`src/rtl/inv_bank_filt.sv`:
```
// Bank of N independent debounced channels: synchronizer chain, per-channel
// level filter with FILT_LEN qualification, bypass mode and per-bit output polarity.
module inv_bank_filt #(
  parameter int unsigned N           = 6,
  parameter int unsigned SYNC_STAGES = 2,
  parameter int unsigned FILT_LEN    = 4
) (
  input  logic         clk,
  input  logic         rst_n,
  input  logic [N-1:0] a,
  input  logic [N-1:0] inv_mask,
  input  logic         bypass,
  output logic [N-1:0] y,
  output logic [N-1:0] chg
);

  localparam int unsigned CW = $clog2(FILT_LEN + 1);
  localparam logic [CW-1:0] CNT_LAST = CW'(FILT_LEN - 1);

  logic [N-1:0]  sync_q [SYNC_STAGES];
  logic [N-1:0]  sync_d [SYNC_STAGES];
  logic [N-1:0]  state_q, state_d;
  logic [N-1:0]  chg_q, chg_d;
  logic [CW-1:0] cnt_q [N];
  logic [CW-1:0] cnt_d [N];
  logic          bypass_q, bypass_d;
  logic          mode_chg;
  logic [N-1:0]  sync_last;

  assign sync_last = sync_q[SYNC_STAGES-1];
  assign mode_chg  = bypass ^ bypass_q;

  always_comb begin
    sync_d[0] = a;
    for (int unsigned s = 1; s < SYNC_STAGES; s++) begin
      sync_d[s] = sync_q[s-1];
    end
    bypass_d = bypass;
    state_d  = state_q;
    for (int unsigned i = 0; i < N; i++) begin
      cnt_d[i] = '0;
      if (bypass) begin
        state_d[i] = sync_last[i];
      end else if (sync_last[i] != state_q[i]) begin
        // On a mode-change edge the count is treated as already cleared.
        if (mode_chg ? (CNT_LAST == '0) : (cnt_q[i] == CNT_LAST)) begin
          state_d[i] = sync_last[i];
        end else if (!mode_chg) begin
          cnt_d[i] = cnt_q[i] + CW'(1);
        end
      end
    end
    chg_d = state_d ^ state_q;
  end

  always_ff @(posedge clk or negedge rst_n) begin
    if (!rst_n) begin
      for (int unsigned s = 0; s < SYNC_STAGES; s++) begin
        sync_q[s] <= '0;
      end
      for (int unsigned i = 0; i < N; i++) begin
        cnt_q[i] <= '0;
      end
      state_q  <= '0;
      chg_q    <= '0;
      bypass_q <= 1'b0;
    end else begin
      for (int unsigned s = 0; s < SYNC_STAGES; s++) begin
        sync_q[s] <= sync_d[s];
      end
      for (int unsigned i = 0; i < N; i++) begin
        cnt_q[i] <= cnt_d[i];
      end
      state_q  <= state_d;
      chg_q    <= chg_d;
      bypass_q <= bypass_d;
    end
  end

  assign y   = state_q ^ inv_mask;
  assign chg = chg_q;

endmodule

```
`config.mk`:
```
export PLATFORM = sky130hd
export DESIGN_NAME = inv_bank_filt
export DESIGN_NICKNAME = d
export VERILOG_FILES = /design/src/rtl/inv_bank_filt.sv
export SDC_FILE = /design/constraint.sdc
export NUM_CORES = 1
export LEC_CHECK = 0
export CAP_MARGIN = 20
export CORE_MARGIN = 4
export CORE_UTILIZATION = 35
export CTS_BUF_LIST = sky130_fd_sc_hd__clkbuf_4 sky130_fd_sc_hd__clkbuf_8 sky130_fd_sc_hd__clkbuf_16
export DETAILED_ROUTE_END_ITERATION = 6
export SKIP_CTS_REPAIR_TIMING = 1
export SYNTH_ARGS = -nofsm -noshare
export SYNTH_HDL_FRONTEND = slang
export SYNTH_SLANG_ARGS = --single-unit
```
`constraint.sdc`:
```
create_clock -name clk -period 2 [get_ports clk]
set_input_delay 0.4 -clock clk [delete_from_list [all_inputs] [get_ports clk]]
set_output_delay 0.4 -clock clk [all_outputs]
set_load 0.01 [all_outputs]
```
==> metrics.yaml, run 1 <==
crit_arrival_ps: 1550
routabilityCongestion: 0.648
grt_pass1_wl_um: 4510
path_common_cell: "clkdlybuf4s50_1"
syn-num-nets: 150
ys_ff_latch: 43
finClkSkew_ps: 3.26
synth_cells: 123
cts.sinks: 43
port_buffers: 26
synth_top_area_frac: 0.642
path_buf_inv: 2
overflow: 0
reg2reg_to: "state_q[0]$_DFF_PN0_"
vias: 938
tightest_slew_ps: 239
finalSetupViolCount: 0
p_int_uw: 1290
status: "completed"
rr_worst_depth: 4
grt_pass1_vias: 1014
power.share.clock: 0.302
synthTopCellsByArea: "dfrtp_1 64%, ha_1 9.0%, nor2_2 5.6%, mux2_2 4.0%, or3_4 3.4%"
area_delta_synth_final_pct: 26.0
synthFlopType: "dfrtp_1"
drive_gt1_frac: 0.229
grt_max_degree: 44
route.detailed.drc: 0
setup_slack_ps: 45.7
synth_most_common_cell: "dfrtp_1"
fill_cells: 402
r2r_slack_ps: 520
p_per_area_nw_per_um2: 791
drt_first_pass_iters: 3
rsz0062_at_grt: "no"
fin_crit_ps: 1950
dp_cells: 203
routedWlPerCell_um: 12.2
start_kind: "input port"
syn-cell-area_um2: 1680
setup.worst_path.class: "in -> out"
drtAntennaViolNets: 0
swShare: 0.229
final_cell_count_no_fill: 209
start_util: 0.372
synth_warnings: 0
fin_crit_sh: 0.977
seq_area_frac_synth: 0.642
combPwrFrac: 0.133
pwr-share-seq: 0.565
nets: 185
slew_violations: 0
antenna_found_initial: 0
place_ws_ps: 0.0980
max-vdd-ir-drop_mv: 0.400
place_hpwl_um: 1890
netlist_top_cells_count: "43 x dfrtp_1, 15 x nor2_2, 13 x inv_1"
fin_hold_ws_ps: 72.5
grt_util_all_layers: 0.0973
crit_family: "buffers and inverters"
synthArstFlopShare: 1.00
critPathCaptureType: "primary output"
core_area_um2: 4500
power_switching_uw: 383
drt-vias-per-instance: 4.49
p_leak_uw: 0.000998
die_y_um: 77.2
synth_edf_count: 0
h-tree-depth: 2
slowest_delay_ps: 550
cts_root_buf: "clkbuf_8"
max_slew_margin: 0.840
finalHoldViolations: 0
ios: 27
yosys.cell_types.count: 12
drt-total-wl_um: 2550
antenna_cells: 0
postLayoutCoreUtil: 0.469
drv_cap: 0
r2r-start: "cnt_q[15]$_DFF_PN0_"
hold_class: "in -> async"
slowest_stage: "clkdlybuf4s50_1"
cp.required_ps: 1600
cts_buffers: 5
die_w_um: 77.2
syn_avg_cell_area_um2: 13.6
yosysTopAreaCell: "dfrtp_1"
max_freq_mhz: 512
crit_chain: "clkdlybuf4s50_1, xor2_1, clkdlybuf4s50_1"
dieArea_um2: 5960
clk_pin_slew_ps: 70
critPathMaxFanout: 1
clk_latency_ps: 280
cts_buffer_depth: 2
drt_iter0_markers: 38
cts_tree: "done"
rows: 24
==> kinds of logic (layout without fill, tap and decap cells) <==
| kind of cell | after synthesis | count (layout) | synth area share |
|---|---|---|---|
| AO/OA/AOI/OAI | 6 | 6 | 0.0179 |
| XOR/XNOR | 12 | 12 | 0.0627 |
| adder cells (fa/ha/maj) | 12 | 12 | 0.0895 |
| buffers and inverters | 13 | 47 | 0.0291 |
| flip-flops | 43 | 43 | 0.642 |
| multiplexers | 6 | 6 | 0.0403 |
| AND/OR/NAND/NOR | 31 | 31 | 0.119 |
==> stage by stage <==
| step | TNS, ps | instance area [um2] | total power, uW |
|---|---|---|---|
| 3_5_place_dp | 0 | 2020 | 1200 |
| 2_1_floorplan | 0 | 1680 | 1060 |
| 6_report | 0 | 2110 | 1670 |
| 5_1_grt | 0 | 2110 | 1760 |
| 4_1_cts | -3.74 | 2100 | 1710 |
| 3_3_place_gp | -0.935 | 2020 | 1190 |
==> power groups by stage <==
| stage | Sequential, uW | Clock, uW | Combinational (uW) |
|---|---|---|---|
| floorplan | 964 | 0 | 96.6 |
| CTS | 946 | 531 | 234 |
| global placement | 960 | 0 | 227 |
| global route | 950 | 566 | 248 |
| finish | 945 | 504 | 223 |
| detailed placement | 963 | 0 | 233 |
==> flip-flops by register name, indices dropped and copies added, names as in the netlist <==
register	flops
bypass_q	1
chg	6
cnt_q	18
state_q	6
sync_d	6
sync_last	6
==> final cells by class <==
class / instances / area (um2) / area share
Timing Repair Buffer: 28 / 295 / 0.140
Inverter: 13 / 48.8 / 0.0231
Multi-Input combinational cell: 67 / 552 / 0.261
Tap cell: 52 / 65.1 / 0.0308
Clock buffer: 6 / 76.3 / 0.0361
Sequential cell: 43 / 1080 / 0.509
==> metal layers <==
| metal | part of all wire | GRT usage | vias up |
|---|---|---|---|
| met5 | 0 | 0 | - |
| met4 | 0.0090 | 0.0320 | 0 |
| met3 | 0.058 | 0.0468 | 4 |
| met2 | 0.49 | 0.159 | 21 |
| met1 | 0.44 | 0.112 | 451 |
| li1 | - | - | 462 |
==> cell usage in the layout (no fill, tap or decap) <==
cell type	Yosys	final
dfrtp_1	43	43
xor2_1	6	6
or2_4	1	1
xnor2_1	6	6
a21oi_1	6	6
or3_1	1	1
clkdlybuf4s50_1	0	20
clkbuf_8	0	5
mux2_2	6	6
inv_1	13	13
dlymetal6s2s_1	0	5
ha_1	12	12
nor2_1	9	9
clkbuf_4	0	1
buf_4	0	1
or3_4	5	5
buf_12	0	1
buf_2	0	1
nor2_2	15	15
==> worst max path at each step <==
stage / start / end / slack, ps / depth (start not counted)
floorplan: cnt_q[15]$_DFF_PN0_ / state_q[0]$_DFF_PN0_ / 610 / 4
global placement: inv_mask[0] / y[0] / -0.9 / 3
detailed placement: inv_mask[0] / y[0] / 0.1 / 3
CTS: inv_mask[4] / y[4] / -4 / 3
global route: inv_mask[3] / y[3] / 7 / 3
finish: inv_mask[3] / y[3] / 50 / 3
(Power assumes the default switching activity.)
==> run 2: changes to the inputs <==
--- a/config.mk
+++ b/config.mk
@@ -10,7 +10,9 @@
 export CORE_UTILIZATION = 35
 export CTS_BUF_LIST = sky130_fd_sc_hd__clkbuf_4 sky130_fd_sc_hd__clkbuf_8 sky130_fd_sc_hd__clkbuf_16
 export DETAILED_ROUTE_END_ITERATION = 6
+export MAX_ROUTING_LAYER = met4
 export SKIP_CTS_REPAIR_TIMING = 1
+export SLEW_MARGIN = 10
 export SYNTH_ARGS = -nofsm -noshare
 export SYNTH_HDL_FRONTEND = slang
 export SYNTH_SLANG_ARGS = --single-unit
==> run 2 against run 1 <==
Compared with the run above:
- maximum frequency did not move
- global-route usage grew 0.27 points
- total power is essentially flat
- die area unchanged
- setup slack did not move
- combinational power barely moved
- sequential share of layout area is the same
- wire length about the same
- utilization unchanged
- clock power about the same
- clock-buffer cell count unchanged
- highest routed layer unchanged
==> metrics.yaml, run 2 (synthesized netlist as in run 1, its figures left out) <==
mostFrequentLayoutCells: "43 x dfrtp_1, 20 x clkdlybuf4s50_1, 15 x nor2_2, 13 x inv_1, 12 x ha_1"
setup.worst_path.class: "in -> out"
overflow: 0  # unchanged
h-tree-depth: 2  # unchanged
clk_pin_slew_ps: 70  # about the same
routedWlPerCell_um: 12.2  # about the same
final_common_cell: "dfrtp_1"
cts.sinks: 43  # unchanged
dieArea_um2: 5960  # unchanged
rsz0062_at_grt: "no"
p_leak_uw: 0.000998  # unchanged
pwr-share-seq: 0.565  # about the same
area_delta_synth_final_pct: 26.0  # unchanged
max_freq_mhz: 512  # unchanged
max-vdd-ir-drop_mv: 0.400  # unchanged
crit_arrival_ps: 1550  # about the same
drt-total-wl_um: 2540  # about the same
status: "completed"
largest_reg_flops: 18  # unchanged
cp.required_ps: 1600  # about the same
finalHoldViolations: 0  # unchanged
drive_gt1_frac: 0.229  # unchanged
hold_class: "in -> async"
start_util: 0.372  # unchanged
top_register: "cnt_q"
grt_max_degree: 44  # unchanged
slew_violations: 0  # unchanged
setup_slack_ps: 45.7  # unchanged
cts_buffers: 5  # unchanged
power.total_uw: 1670  # about the same
place_ws_ps: 0.0980  # unchanged
drt-vias-per-instance: 4.49  # unchanged
route.detailed.drc: 0  # unchanged
rows: 24  # unchanged
cts_root_buf: "clkbuf_8"
ios: 27  # unchanged
setup_tns_ps: 0  # unchanged
r2r_slack_ps: 520  # about the same
power.share.clock: 0.302  # about the same
cts_buffer_depth: 2  # unchanged
drt_iter0_markers: 43  # +13%
grt_util_met1: 0.114  # +0.00225
grt_pass1_vias: 1014  # unchanged
swShare: 0.229  # about the same
tightest_slew_ps: 239  # unchanged
clk_latency_ps: 280  # about the same
antenna_found_initial: 0  # unchanged
drtAntennaViolNets: 0  # unchanged
combPwrFrac: 0.133  # about the same
critPathCaptureType: "primary output"
grt_pass1_wl_um: 4510  # unchanged
die_w_um: 77.2  # unchanged
nets: 185  # unchanged
core_area_um2: 4500  # unchanged
critPathMaxFanout: 1  # unchanged
use_met3: 0.0433  # -0.00351
port_buffers: 26  # unchanged
fin_crit_ps: 1950  # unchanged
drt_first_pass_iters: 3  # unchanged
finalSetupViolCount: 0  # unchanged
fill_cells: 402  # unchanged
grt_util_all_layers: 0.100  # +0.00274
fin_crit_sh: 0.977  # unchanged
globalRoute.busiestLayer: "met2"
cts_tree: "done"
max_slew_margin: 0.840  # unchanged
finClkSkew_ps: 3.27  # +0.00811 ps
routabilityCongestion: 0.654  # +0.88%
die_y_um: 77.2  # unchanged
place_hpwl_um: 1890  # unchanged
p_per_area_nw_per_um2: 791  # about the same
p_int_uw: 1290  # unchanged
use_met2: 0.159  # unchanged
power_switching_uw: 383  # about the same
start_kind: "input port"
drv_cap: 0  # unchanged
antenna_cells: 0  # unchanged
vias: 938  # unchanged
==> run 2: cell counts in the layout (fill, tap and decap cells not counted) <==
Identical to the previous run, type by type.
==> run 2: power by group through the flow <==
stage | clock [uW] | sequential [uW] | combinational (uW)
after floorplan | 0 | 964 | 96.6
after global placement | 0 | 960 | 227
after detailed placement | 0 | 963 | 233
after CTS | 531 | 946 | 234
after global routing | 566 | 950 | 248
final | 504 | 945 | 223
==> run 2: cell type report <==
| type | count | area (um2) | share of cell area |
|---|---|---|---|
| inverters | 13 | 48.8 | 0.0231 |
| multi-input cells | 67 | 552 | 0.261 |
| flip-flops and latches | 43 | 1080 | 0.509 |
| clock buffers | 6 | 76.3 | 0.0361 |
| well taps | 52 | 65.1 | 0.0308 |
| repair buffers | 28 | 295 | 0.140 |
==> run 2: final timing paths <==
kind | cells after the start | end | from
setup / recovery | 3 | y[3] | inv_mask[3]
hold reg to reg | 0 | sync_last[4]$_DFF_PN0_ | sync_d[4]$_DFF_PN0_
min in group clk | 0 | sync_last[4]$_DFF_PN0_ | sync_d[4]$_DFF_PN0_
setup reg to reg | 4 | state_q[0]$_DFF_PN0_ | cnt_q[15]$_DFF_PN0_
hold / removal | 2 | sync_d[0]$_DFF_PN0_ | rst_n
max in group asynchronous | 2 | sync_d[4]$_DFF_PN0_ | rst_n
==> run 2: worst max-delay path, cell delays in order <==
cell	delay, ps
clkdlybuf4s50_1	470
xor2_1	140
clkdlybuf4s50_1	550
==> run 2: per-layer routing <==
| layer | up-vias | share of wire |
|---|---|---|
| met2 | 21 | 0.49 |
| li1 | 462 | - |
| met3 | 4 | 0.052 |
| met5 | - | 0 |
| met4 | 0 | 0.0090 |
| met1 | 451 | 0.44 |
==> run 2: through the flow <==
stage	hold WS (ps)	std cells	utilization	instance area (um2)
floorplan	104	123	-	1680
finish	72.5	209	0.469	2110
global placement	333	203	0.449	2020
detailed placement	337	203	0.449	2020
CTS	78.3	209	0.466	2100
global route	88.2	209	0.469	2110
